$ cat src/rtl/cache_app_arb.sv
// cache_app_arb: two-master burst arbiter sharing the application-memory
// Wishbone port between the I-cache and D-cache refill/writeback FSMs.
// One burst is granted at a time; the grant is held until the last
// acknowledge or until the granted master drops its strobe.
// Optional feature macro: CACHE_APP_ARB_RR_EN (round-robin tie break);
// without it the D-cache wins every tie.
module cache_app_arb #(
    parameter int WB_AW = 32,
    parameter int WB_DW = 32
) (
    input  logic             mclk,
    input  logic             rst_n,
    input  logic             wbi_stb_i,
    input  logic [WB_AW-1:0] wbi_adr_i,
    input  logic             wbi_we_i,
    input  logic [WB_DW-1:0] wbi_dat_i,
    input  logic [3:0]       wbi_sel_i,
    input  logic [9:0]       wbi_bl_i,
    output logic [WB_DW-1:0] wbi_dat_o,
    output logic             wbi_ack_o,
    output logic             wbi_lack_o,
    input  logic             wbd_stb_i,
    input  logic [WB_AW-1:0] wbd_adr_i,
    input  logic             wbd_we_i,
    input  logic [WB_DW-1:0] wbd_dat_i,
    input  logic [3:0]       wbd_sel_i,
    input  logic [9:0]       wbd_bl_i,
    output logic [WB_DW-1:0] wbd_dat_o,
    output logic             wbd_ack_o,
    output logic             wbd_lack_o,
    output logic             wb_app_stb_o,
    output logic [WB_AW-1:0] wb_app_adr_o,
    output logic             wb_app_we_o,
    output logic [WB_DW-1:0] wb_app_dat_o,
    output logic [3:0]       wb_app_sel_o,
    output logic [9:0]       wb_app_bl_o,
    input  logic [WB_DW-1:0] wb_app_dat_i,
    input  logic             wb_app_ack_i,
    input  logic             wb_app_lack_i,
    output logic [1:0]       arb_gnt,
    output logic [9:0]       arb_beat_cnt,
    output logic             arb_burst_err
);

    typedef enum logic [1:0] {
        ST_IDLE  = 2'b00,
        ST_GNT_I = 2'b01,
        ST_GNT_D = 2'b10
    } state_t;

    state_t           state_r;
    logic [1:0]       gnt_r;
    logic [WB_AW-1:0] adr_r;
    logic             we_r;
    logic [3:0]       sel_r;
    logic [9:0]       bl_r;
    logic [9:0]       beat_cnt_r;
    logic             burst_err_r;
`ifdef CACHE_APP_ARB_RR_EN
    logic             last_d_r;     // 1: D-cache won the most recent grant
`endif

    logic             pick_d_s;
    logic             cur_stb_s;
    logic [10:0]      eff_bl_s;
    logic [10:0]      beats_at_lack_s;
    logic             len_err_s;
    logic [9:0]       beat_cnt_inc_s;

    // Read data goes to both masters; only the acks are steered by the grant.
    assign wbi_dat_o     = wb_app_dat_i;
    assign wbd_dat_o     = wb_app_dat_i;
    assign arb_gnt       = gnt_r;
    assign arb_beat_cnt  = beat_cnt_r;
    assign arb_burst_err = burst_err_r;

    // Winner selection for the IDLE exit; ties resolved by the build option.
    always_comb begin
        pick_d_s = 1'b0;
        if (wbi_stb_i && wbd_stb_i) begin
`ifdef CACHE_APP_ARB_RR_EN
            pick_d_s = ~last_d_r;
`else
            pick_d_s = 1'b1;
`endif
        end else if (wbd_stb_i) begin
            pick_d_s = 1'b1;
        end else begin
            pick_d_s = 1'b0;
        end
    end

    // Burst-length check: beats counted so far plus the beat ending now,
    // compared in 11 bits so a saturated counter never aliases a match.
    always_comb begin
        cur_stb_s       = (state_r == ST_GNT_D) ? wbd_stb_i : wbi_stb_i;
        eff_bl_s        = (bl_r == 10'd0) ? 11'd1 : {1'b0, bl_r};
        beats_at_lack_s = {1'b0, beat_cnt_r} + {10'd0, wb_app_ack_i};
        len_err_s       = (beats_at_lack_s != eff_bl_s);
        if (beat_cnt_r == 10'h3FF) begin
            beat_cnt_inc_s = beat_cnt_r;
        end else begin
            beat_cnt_inc_s = beat_cnt_r + 10'd1;
        end
    end

    // Slave-side mux keyed on the registered grant; acks reach only the owner.
    always_comb begin
        wb_app_stb_o = 1'b0;
        wb_app_adr_o = '0;
        wb_app_we_o  = 1'b0;
        wb_app_dat_o = '0;
        wb_app_sel_o = 4'd0;
        wb_app_bl_o  = 10'd0;
        wbi_ack_o    = 1'b0;
        wbi_lack_o   = 1'b0;
        wbd_ack_o    = 1'b0;
        wbd_lack_o   = 1'b0;
        case (state_r)
            ST_GNT_I: begin
                wb_app_stb_o = wbi_stb_i;
                wb_app_adr_o = adr_r;
                wb_app_we_o  = we_r;
                wb_app_dat_o = wbi_dat_i;
                wb_app_sel_o = sel_r;
                wb_app_bl_o  = bl_r;
                wbi_ack_o    = wb_app_ack_i;
                wbi_lack_o   = wb_app_lack_i;
            end
            ST_GNT_D: begin
                wb_app_stb_o = wbd_stb_i;
                wb_app_adr_o = adr_r;
                wb_app_we_o  = we_r;
                wb_app_dat_o = wbd_dat_i;
                wb_app_sel_o = sel_r;
                wb_app_bl_o  = bl_r;
                wbd_ack_o    = wb_app_ack_i;
                wbd_lack_o   = wb_app_lack_i;
            end
            default: begin
                wb_app_stb_o = 1'b0;
            end
        endcase
    end

    // Grant FSM: latches the winner's burst attributes, counts beats,
    // releases on last-ack or strobe abort and records length errors.
    always_ff @(posedge mclk or negedge rst_n) begin
        if (!rst_n) begin
            state_r     <= ST_IDLE;
            gnt_r       <= 2'b00;
            adr_r       <= '0;
            we_r        <= 1'b0;
            sel_r       <= 4'd0;
            bl_r        <= 10'd0;
            beat_cnt_r  <= 10'd0;
            burst_err_r <= 1'b0;
`ifdef CACHE_APP_ARB_RR_EN
            last_d_r    <= 1'b0;
`endif
        end else begin
            case (state_r)
                ST_IDLE: begin
                    if (wbi_stb_i || wbd_stb_i) begin
                        beat_cnt_r <= 10'd0;
                        adr_r      <= pick_d_s ? wbd_adr_i : wbi_adr_i;
                        we_r       <= pick_d_s ? wbd_we_i  : wbi_we_i;
                        sel_r      <= pick_d_s ? wbd_sel_i : wbi_sel_i;
                        bl_r       <= pick_d_s ? wbd_bl_i  : wbi_bl_i;
                        state_r    <= pick_d_s ? ST_GNT_D : ST_GNT_I;
                        gnt_r      <= pick_d_s ? 2'b10 : 2'b01;
`ifdef CACHE_APP_ARB_RR_EN
                        last_d_r   <= pick_d_s;
`endif
                    end
                end
                ST_GNT_I, ST_GNT_D: begin
                    if (wb_app_ack_i) begin
                        beat_cnt_r <= beat_cnt_inc_s;
                    end
                    if (wb_app_lack_i) begin
                        state_r <= ST_IDLE;
                        gnt_r   <= 2'b00;
                        if (len_err_s) begin
                            burst_err_r <= 1'b1;
                        end
                    end else if (!cur_stb_s) begin
                        state_r <= ST_IDLE;
                        gnt_r   <= 2'b00;
                    end
                end
                default: begin
                    state_r <= ST_IDLE;
                    gnt_r   <= 2'b00;
                end
            endcase
        end
    end

endmodule

$ cat config.mk
export PLATFORM = sky130hd
export DESIGN_NAME = cache_app_arb
export DESIGN_NICKNAME = d
export VERILOG_FILES = /design/src/rtl/cache_app_arb.sv
export SDC_FILE = /design/constraint.sdc
export NUM_CORES = 1
export LEC_CHECK = 0
export CORE_AREA = 2 2 141 143
export CTS_CLUSTER_SIZE = 8
export DETAILED_ROUTE_END_ITERATION = 16
export DIE_AREA = 0 0 143 145
export PLACE_DENSITY = 0.68
export SLEW_MARGIN = 20
export SYNTH_ARGS = -nofsm -noshare
export SYNTH_HDL_FRONTEND = slang
export SYNTH_SLANG_ARGS = --single-unit
$ cat constraint.sdc
create_clock -name mclk -period 4.9 [get_ports mclk]
set_input_delay 0.49 -clock mclk [delete_from_list [all_inputs] [get_ports mclk]]
set_output_delay 0.49 -clock mclk [all_outputs]
set_load 0.01 [all_outputs]
# Word-level counts from Yosys, hierarchy flattened
# Cells that the tools add are included.
# totals
mem_bits_ro,0
input_bits,196
latchBits,0
out_inout_bits,161
regBits,60
ramBits,0
mem_count,0
elab_cells,54
# classes
magnitude_cmp,0
shifts,0
mul,0
n_eq_ne,8
div,0
bitwise,0
add_sub_neg,2
reduce_logical,10
n_mux,27
# ops
cell,count
two-way mux 32 bit,2
case mux 32 bit (2 select lines),1
two-way mux 10 bit,6
case mux 10 bit (2 select lines),1
adder 10 x 1 -> 11 bit,1
!= test 11 x 10 -> 1 bit,1
"adder 10 x 1 -> 10 bit, second input constant",1
"== test 10 bit, second input constant",1
logical NOT 10 bit,1
two-way mux 1 bit,9
two-way mux 2 bit,4
two-way mux 4 bit,2
"!= test 2 bit, second input constant",2
case mux 2 bit (2 select lines),1
AND reduction 2 bit,2
AND reduction 4 bit,1
"!= test 3 bit, second input constant",1
AND reduction 3 bit,1
"== test 2 x 1 -> 1 bit, second input constant",1
"== test 2 bit, second input constant",1
logical NOT 2 bit,1
"!= test 2 x 1 -> 1 bit, second input constant",1
case mux 1 bit (2 select lines),1
nonzero test 2 bit,1
other kinds (3),3

# Logic depth before layout (Yosys ltp)
# Gate-level depths: netlist (run 1).
# logic_depth
ltp_word,5
ltp_mapped,8

# Worst setup path before layout (run 1)
# No wires, ideal clock.
# synth_path
kind,register to output
startpoint,register arb_gnt[1] (netlist name)
endpoint,output wb_app_dat_o[0]
path_slack_ns,2.840
t_arrival_ns,1.570
required_ns,4.410
stages_incl_launch_ff,6
cell_sequence,dfrtp_1 -> inv_1 -> ha_1 -> clkbuf_1 -> clkbuf_1 -> nor2b_1
# synth_rtl
item,line,source
end: declaration,34,"output logic [WB_DW-1:0] wb_app_dat_o,"

==> impl.org, run 1 <==
** Run status
- The run finished with clean final reports.

** Drt
- The detail route stage leaves a number of antenna-violating nets equal to 0.
- Wire per inst :: 15.3 um
- Total routed wire length on the met1 layer :: 5850 um
- Number of vias per cell after detailed routing :: 4.27
- The first routing iteration left 110 violations.
- After detailed routing, the number of remaining DRC violations is 0.
- The final layout contains routed wiring with a total length of 14900 um.
- Amount of wire on met3 after detailed routing :: 1440 um
- Uppermost layer routed :: met5
- The first TritonRoute pass finished after 4 iterations.
- Vias :: 4160
- Detailed routing placed a total of 7340 um of wire on met2.

** Placement
- Worst Setup Slack post-DPL :: 1.76 ns
- Gp weighted congestion :: 0.758
- Port buffering added 260 buffers.
- Summing all placed instances gives a cell area of 6940 sq um.
- Detail Placement HPWL :: 11800 um

** Worst setup path
- Critical path's slowest cell :: ha_2
- The worst setup path is of the reg -> out kind.
- Data on the critical path arrives at its endpoint at 2.90 ns.
- STA classifies the critical path endpoint as an output pin.
- STA classifies the critical path startpoint as a flip-flop.
- Data on the critical path is required at its endpoint by 4.41 ns.
- Critical-path maximum fanout :: 53
- Kind of cell with the highest combined delay on the critical path :: buffers and inverters
- The number of buffers and inverters on the critical path is 3.
- Traced cell by cell, the critical path runs through inv_1 -> ha_2 -> buf_4 -> a21boi_0 -> clkdlybuf4s50_1.
- Delay contributed by the slowest stage of the critical path :: 0.72 ns

** CTS
- Number of buffers on the longest clock path :: 2
- The clock drives 60 sinks.
- Buffer count from post-CTS setup fixing :: 0
- CTS tree :: built
- Inserted Clock Buffers :: 9
- In this run, post-CTS hold repair placed 0 buffers.
- Clock-pin slew was measured on the worst setup and hold paths at 0.05 ns.
- Clock insertion delay at the later pin of the skew report :: 0.34 ns
- The H-tree was split into 3 levels.
- In this run, post-CTS repair resized a total of 0 instances.
- Clock root buffer :: clkbuf_16

** Finish
- For this run, the post-layout net count is 907.
- Relative to the synthesized area, the layout overhead comes to 58.1%.
- In the final layout, flip-flops and latches occupy 1500 sq um.
- The repair_antennas step left the layout with diodes totalling 0.
- After routing the design area is 7260 sq um.
- Of the cells placed in the final design, the portion with a size suffix greater than 1 is 4.93%.
- After filler insertion, the fill cell instance count of the layout stands at 1962.
- Multi-input logic area :: 2440 sq um
- Layout Utilization :: 37.8%

** Timing
- Highest Clock Rate :: 295 MHz
- Crit path setup slack, layout :: 1.51 ns
- Setup TNS Final :: 0 ns
- Max-slew violations :: 0
- Share of the cycle needed by the critical path after routing :: 69.2%
- Setup repair after global routing left no endpoint under its margin.
- Worst slew slack as a fraction of its limit :: 46.2%
- At the pin with the least slew margin, the transition time is 0.807 ns.
- Number of hold violations in the final report :: 0
- Post-route minimum period :: 3.39 ns
- Final worst clock skew :: 0.00763 ns
- Count of endpoints failing setup in the final report :: 0
- Final worst hold slack :: 0.319 ns

** Floorplan
- Die outline area :: 20700 sq um
- Pin placement for this block handled 357 I/O pins.
- Height of the die :: 145 um
- Initial standard-cell utilization of the core :: 23.9%
- Measured along the x axis, the die boundary spans 143 um.
- The floorplan has 51 rows.
- Core area :: 19200 sq um

** Synth
- Ranked by instance count, the synthesized netlist is headed by buf_4 (66), dfrtp_1 (60), nand2_1 (55).
- Net count after synthesis :: 731
- Dominant cell type by area after synthesis :: dfrtp_1
- The most used flip-flop cell after synthesis is dfrtp_1.
- Warning count from the yosys run :: 0
- Most common cell in the synthesized netlist :: buf_4
- Post-synthesis instance area :: 4590 sq um
- After synthesis, the cell types taking the most area are dfrtp_1 (33%), buf_4 (11%), mux2i_1 (11%).
- Yosys mapped a number of flops with a built-in enable equal to 0.
- Sequential fraction of the synthesis area :: 32.7%
- Number of unique standard cell types used by synthesis :: 49
- Register bit count reported by yosys :: 60
- Averaged over all synthesized cells, the footprint is 8.68 sq um.
- Share of Yosys cell area claimed by the top area cell type :: 32.7%
- Synthesis produced 529 cells.
- Fraction of synthesis flops using an asynchronous set or reset pin :: 100%

** Pwr
- Leak :: 0.00287 uW
- VDD sags by at most 0.217 mV.
- Ratio of total power to cell area :: 514 nW/um^2

** Global route
- The total overflow left after global routing is 0.
- Combined global-route utilization of all metal layers :: 14.4%
- The first global-routing pass estimated 23100 um of wire.
- Entering global routing, the biggest net connects 89 pins.
- The initial antenna violation count is 1.
- The via count of the first global-routing pass is 4254.

** Run
- Max Cap Viol :: 0

** Hold path
- In this run the worst hold path is classified as in -> async.
[report_power, final]
group	total [uW]	leakage [uW]	switching, uW	internal, uW
Sequential	870	0.000748	165	706
Combinational	2160	0.00197	1040	1130
Clock	695	0.000148	248	447
Total	3730	0.00287	1450	2280
[worst register-to-register path, delay by kind of cell, from the launching register on]
kind	cells	cell delay, ns
multiplexers	1	0.32
buffers and inverters	2	0.63
flip-flops	1	0.38
adder cells (fa/ha/maj)	1	0.72
AO/OA/AOI/OAI	2	0.51
[final cells by class]
class                   instances  area share (%)
multi-input cells             361            33.6
flip-flops and latches         60            20.7
clock inverters                 7            1.38
well taps                     265            4.57
clock buffers                   9            3.10
repair buffers                266            36.3
inverters                       7           0.362
[worst paths after layout]
| check | startpoint | to | slack [ns] | depth (start not counted) |
|---|---|---|---|---|
| min in group mclk | adr_r[15] | adr_r[15] | 0.47 | 2 |
| max in group asynchronous | rst_n | adr_r[18] | 4.04 | 2 |
| setup reg to reg | arb_gnt[1] | arb_beat_cnt[0] | 2.22 | 6 |
| setup / recovery | arb_gnt[1] | wb_app_stb_o | 1.51 | 5 |
| hold / removal | rst_n | adr_r[2] | 0.32 | 2 |
| hold reg to reg | adr_r[15] | adr_r[15] | 0.47 | 2 |
[sequential cells by signal, indices dropped and copies added (netlist names)]
| name | count |
|---|---|
| arb_burst_err | 1 |
| we_r | 1 |
| arb_gnt | 2 |
| sel_r | 4 |
| adr_r | 32 |
| bl_r | 10 |
| arb_beat_cnt | 10 |
[stage by stage]
step	std cells	total power, uW
3_3_place_gp	959	3050
3_5_place_dp	959	3090
6_report	975	3730
4_1_cts	975	3800
2_1_floorplan	529	2070
5_1_grt	975	4040
[kinds of logic after synthesis]
family	count (synthesis)	synth area share, %
flops	60	32.7
fa+ha+maj	6	1.63
simple gates	174	20.6
buf+inv	108	14.4
xor+xnor	18	3.43
compound gates	113	16.2
mux	50	11.0
[routing by layer]
metal | global-route usage [%] | up-vias
li1 | - | 2102
met1 | 16.0 | 1829
met2 | 25.1 | 210
met3 | 4.88 | 17
met4 | 5.15 | 2
met5 | 0 | -
[cell usage in the layout, fill, tap and decap left out, types with 3 or more instances in the layout]
| master | count |
|---|---|
| nand4_1 | 3 |
| xor2_1 | 4 |
| inv_1 | 7 |
| and2_1 | 52 |
| mux2i_1 | 49 |
| dfrtp_1 | 60 |
| clkdlybuf4s50_1 | 258 |
| a211oi_1 | 6 |
| nand3_1 | 4 |
| a21oi_1 | 3 |
| buf_4 | 6 |
| clkbuf_16 | 9 |
| xnor2_1 | 14 |
| nor2_1 | 12 |
| nor2b_1 | 35 |
| nand2_1 | 55 |
| clkinvlp_4 | 3 |
| ha_1 | 5 |
| o21ai_0 | 53 |
| a22oi_1 | 33 |
No activity file was read; power rests on OpenSTA's default activity.
==> inputs of run 2 (changes only) <==
- CORE_AREA: 2 2 141 143 -> 2 2 140 142
- DIE_AREA: 0 0 143 145 -> 0 0 142 144
- PLACE_DENSITY: 0.68 -> 0.71
- clock period: 4.9 -> 3 ns (I/O delays scaled with it)
==> impl.org, run 2 (synthesis results as in run 1) <==
** Run status
- The run finished with clean final reports.

** Timing
- Count of endpoints failing setup in the final report :: 0
- RSZ-0062 raised after global routing :: false
- Post-route minimum period :: 2.84 ns
- Setup TNS Final :: 0 ns
- Worst slew slack as a fraction of its limit :: 43.8%
- The worst path uses 94.6% of the clock period.
- Based on the critical path, the design can be clocked at up to 352 MHz.
- The number of hold violations in the final report is 0.
- Tightest Pin Transition :: 0.844 ns
- The max-slew violation count was 0.
- Final worst clock skew :: 0.00917 ns

** Drt
- Detailed Route Iter0 Violations :: 91
- Wire per inst :: 16.3 um
- Number of routed nets with antenna violations :: 0
- Before antenna repair, the detailed router went through 4 iterations.
- Number of remaining DRC errors :: 0
- Wires add up to 15600 um.
- Vias :: 4276
- Number of vias per cell after detailed routing :: 4.48

** Worst setup path
- Required time at the endpoint of the critical path :: 2.70 ns
- Data arrives at the worst endpoint at 2.54 ns.
- STA classifies the critical path startpoint as a flip-flop.
- Worst Path Class, Setup :: reg -> out
- Crit path capture type :: output pin
- Along the worst path, the maximum fanout reaches 33.

** Finish
- The area growth from synthesis to layout is 58.5%.
- Counting flops per register, the top entry is adr_r.
- Final instance count without filler cells :: 954
- Share of final-layout standard cells stronger than drive strength 1 :: 5.45%
- In the layout the commonest cells are clkdlybuf4s50_1 (258), dfrtp_1 (60), nand2_1 (55).
- Ant diodes :: 0
- Max reg flops :: 32
- Layout net count :: 913
- Leaving out fill and tap cells, the most frequent cell in the layout is clkdlybuf4s50_1.

** Floorplan
- Die X :: 142 um
- Number of top-level pins :: 357
- The region available for standard cell placement spans 19100 sq um.
- The floorplan step defined a die boundary enclosing 20400 sq um.
- The initial utilization of the core area, before any placement, comes to 24.1%.
- Height of the die :: 144 um
- # rows :: 51

** CTS
- After clock tree synthesis, the clock-pin slew on the worst setup and hold paths is 0.06 ns.
- Number of buffers on the longest clock path :: 2
- CTS sink count :: 60
- Clock insertion delay at the later pin of the skew report :: 0.33 ns
- Clock root buffer :: clkbuf_16
- Deepest level of the CTS H-tree :: 3
- Clock tree synthesis inserted a total of 9 buffers.
- TritonCTS built the clock tree.
- Number of gates resized after cts :: 0

** Global route
- The first global-routing pass estimated 23400 um of wire.
- Across every metal layer, demand over resource in global routing totals 15.0%.
- The via count of the first global-routing pass is 4177.
- For this run the aggregate overflow at the end of global routing stands at 0.
- Entering global routing, the biggest net connects 66 pins.
- The initial antenna violation count was 0.

** Run
- Max Cap Viol :: 0

** Placement
- Detailed placement finished with a half-perimeter wire length of 12300 um.
- Input/output buffers :: 260
- Once placement completed, the tool counted placed cells totaling 937.
- Gp weighted congestion :: 0.824

** Pwr
- Peak supply drop :: 0.499 mV
- Power spread over the standard cell area amounts to 846 nW/um^2.
- Leak :: 0.00290 uW

** Hold path
- Type of the tightest min-delay check :: in -> async
run 2: power breakdown:
part,switching (uW),internal [uW],leakage (uW)
logic,1730,1940,0.00201
clock network,384,685,0.000149
registers,273,1150,0.000748
run 2: metal layers:
layer | up-vias | wire length [um] | GRT usage (%)
met1 | 1929 | 6280 | 17.4
met4 | 0 | 147 | 3.84
met3 | 13 | 1370 | 4.77
li1 | 2111 | - | -
met5 | - | 0 | 0
met2 | 223 | 7800 | 26.7
run 2: final timing paths:
path                            start         endpoint  slack [ns]  depth (start not counted)
max                        arb_gnt[1]   wb_app_bl_o[3]        0.16                          5
min                             rst_n         sel_r[1]        0.46                          2
max reg2reg                arb_gnt[1]  arb_beat_cnt[2]        0.79                          8
min reg2reg                 adr_r[23]        adr_r[23]        0.47                          2
max in group asynchronous       rst_n        adr_r[28]        1.58                          3
min in group mclk           adr_r[23]        adr_r[23]        0.47                          2
run 2: cell type report:
type | count | area, sq um
Timing Repair Buffer | 272 | 2710
Clock buffer | 12 | 256
Clock inverter | 4 | 47.5
Multi-Input combinational cell | 361 | 2440
Fill cell | 1935 | 11800
Tap cell | 238 | 298
Inverter | 7 | 26.3
Sequential cell | 60 | 1500
run 2: worst max-delay path: stages, from the launching register on:
cell and delay, ns:
dfrtp_1 0.40, inv_1 0.08, ha_2 0.67, buf_4 0.33
and2_1 0.17, clkdlybuf4s50_1 0.54
run 2: metrics by stage:
stage / utilization (%) / power [uW] / setup WS [ns] / instance area, sq um / hold WS (ns)
4_1_cts: 38.2 / 6270 / 0.127 / 7280 / 0.469
6_report: 38.2 / 6160 / 0.161 / 7280 / 0.463
5_1_grt: 38.2 / 6640 / 0.0204 / 7280 / 0.498
3_3_place_gp: 36.5 / 5120 / 0.580 / 6970 / 0.281
3_5_place_dp: 36.5 / 5160 / 0.509 / 6970 / 0.279
2_1_floorplan: - / 3380 / 1.13 / 4590 / 0.00441
run 2: repair_timing:
action / CTS / global route
setup buffers: 0 / 0
hold endpoints to repair: 18 / 0
hold buffers: 1 / 0
==> inputs of run 3 (changes only) <==
- DONT_BUFFER_PORTS: unset -> 1
- PLACE_DENSITY: 0.71 -> 0.46
==> impl.org, run 3 (synthesis results as in run 1) <==
** Run status
- Status :: finished clean

** Timing
- Number of hold violations in the final report :: 0
- Share of the cycle needed by the critical path after routing :: 77.1%
- Post-route minimum period :: 2.31 ns
- RSZ-0062 raised after global routing :: false
- Max-slew violations :: 0
- For the pin with the worst max-slew slack, the measured transition is 0.465 ns.
- Final worst clock skew :: 0.0102 ns
- Setup violations remaining at the end of the flow were counted as 0.
- Worst slew slack as a fraction of its limit :: 68.2%
- Highest Clock Rate :: 432 MHz
- Setup total negative slack on the finished layout was measured at 0 ns.

** Drt
- Number of vias per cell after detailed routing :: 5.04
- Number of remaining DRC errors :: 0
- Number of routed nets with antenna violations :: 0
- For this block, the via count after detailed routing is 3486.
- Detailed Route WL :: 14400 um
- Wire per inst :: 20.8 um
- The first routing iteration left 155 violations.
- DRT Pass-1 Iters :: 4

** Floorplan
- Die X :: 142 um
- The total area inside the core boundary comes to 19100 sq um.
- The die covers 20400 sq um.
- # rows :: 51
- For this configuration, the core starts out at a cell density of 24.1%.
- Pin placement for this block handled 357 I/O pins.
- Measured along the y axis, the die boundary spans 144 um.

** Placement
- Detailed placement ended at an HPWL of 11100 um.
- Input and output buffers added on the ports amount to 0.
- Routability-driven placement finished with a final weighted congestion of 0.787.

** CTS
- CTS built an H-tree with a depth of 3.
- Inserted Clock Buffers :: 9
- At the later pin of the worst-skew pair, clock insertion delay measures 0.33 ns.
- Number of buffers on the longest clock path :: 2
- CTS sink count :: 60
- Clock-pin slew was measured on the worst setup and hold paths at 0.06 ns.
- The number of gates resized after CTS was 0.
- CTS tree :: built
- Clock root buffer :: clkbuf_16

** Hold path
- Type of the tightest min-delay check :: in -> reg

** Worst setup path
- Worst R2R Setup Slack :: 0.84 ns
- Critical path's slowest cell :: dfrtp_1
- Worst Path Class, Setup :: reg -> out
- Traced cell by cell, the critical path runs through inv_1 -> ha_2 -> buf_4 -> a21boi_0 -> buf_4.
- The worst setup path is launched from a flip-flop.
- Data on the critical path arrives at its endpoint at 2.01 ns.
- Kind of cell with the highest combined delay on the critical path :: buffers and inverters
- Crit path capture type :: output pin
- In this design, the stage delay of the slowest critical-path cell is 0.44 ns.
- Most frequent CP cell :: buf_4
- Critical-path maximum fanout :: 47
- Crit path buf inv count :: 3
- STA puts the critical path data required time at 2.70 ns.

** Run
- The tool flagged a number of max-cap violations equal to 0.

** Pwr
- Summed over all cells, the static leakage comes to 0.00192 uW.
- IR analysis of the VDD net gives a maximum drop of 0.573 mV.
- For this design the ratio of total power to cell area is 1060 nW/um^2.

** Finish
- Compared with the post-synthesis result, the final layout area differs by 2.04%.
- Max reg flops :: 32
- Layout net count :: 650
- At the end of the flow the core is filled with cells to 24.6%.
- Leaving out fill and tap cells, the most frequent cells in the layout are dfrtp_1 (60), nand2_1 (55), o21ai_0 (53).
- The library cell used most frequently in the layout, excluding fill and tap cells, is dfrtp_1.
- Of the cells placed in the final design, the portion with a size suffix greater than 1 is 7.52%.
- The register with the most flip-flops in the final layout is adr_r.

** Global route
- For this run, the total global-route usage over all layers was measured as 13.3%.
- The initial antenna violation count came to 2.
- Entering global routing, the biggest net connects 61 pins.
- Vias in the first global route :: 3447
- First-pass GRT wire length :: 20100 um
- Final global-route overflow total :: 0
-- run 3: changes by cell type in the layout (fill, tap and decap cells not counted), sizes merged --
| cell | previous run | this run |
|---|---|---|
| clkdlybuf4s50 | 258 | 0 |
| buf | 13 | 8 |
| diode | 0 | 2 |
| bufinv | 1 | 2 |
| clkbuf | 12 | 11 |
| clkinv | 2 | 1 |
-- run 3: worst paths after layout --
path	cells after the start	startpoint	end
worst max-delay path	5	arb_gnt[0]	wb_app_stb_o
worst min-delay path	1	wbd_stb_i	arb_gnt[1]
worst max register to register	6	arb_beat_cnt[0]	arb_burst_err
worst min register to register	2	adr_r[28]	adr_r[28]
max in group asynchronous	2	rst_n	adr_r[5]
min in group asynchronous	2	rst_n	arb_beat_cnt[5]
-- run 3: final cells by class --
class                   count  area, sq um
inverters                   7         26.3
clock buffers              11          253
well taps                 238          298
fillers                  2038        14400
flip-flops and latches     60         1500
repair buffers              9         90.1
diodes                      2         5.00
multi-input cells         361         2440
clock inverters             4         72.6
-- run 3: where the power goes --
group          leakage (uW)  total, uW  internal (uW)  switching (uW)
logic               0.00101       2340            837            1510
clock network      0.000158       1150            766             388
registers          0.000748       1470           1150             316
total               0.00192       4970           2760            2210
-- run 3: routing by layer --
layer  share of wire, %  vias to the layer above  routed length, um  global-route usage [%]
met5                  0                        -                  0                       0
met4                1.7                        0                239                    5.47
met3                7.7                       19               1110                    3.38
met2                 53                      253               7580                    24.5
met1                 38                     1627               5480                    14.6
li1                   -                     1587                  -                       -
-- run 3: per-stage QoR --
step                      instance area [sq um]  hold WS [ns]  power, uW  setup WS [ns]  std cells
after global routing                       4680         0.138       5380          0.521        691
after CTS                                  4680         0.123       5070          0.592        690
final                                      4690         0.146       4970          0.686        692
after global placement                     4320       0.00655       3790          0.998        673
after floorplan                            4590       0.00441       3380           1.13        529
after detailed placement                   4320       0.00642       3860          0.837        673
-- run 3: timing repair --
action / in CTS / in global routing
hold buffers: 2 / 0
setup endpoints to repair: 0 / 0
hold endpoints to repair: 60 / 0
setup buffers: 0 / 0
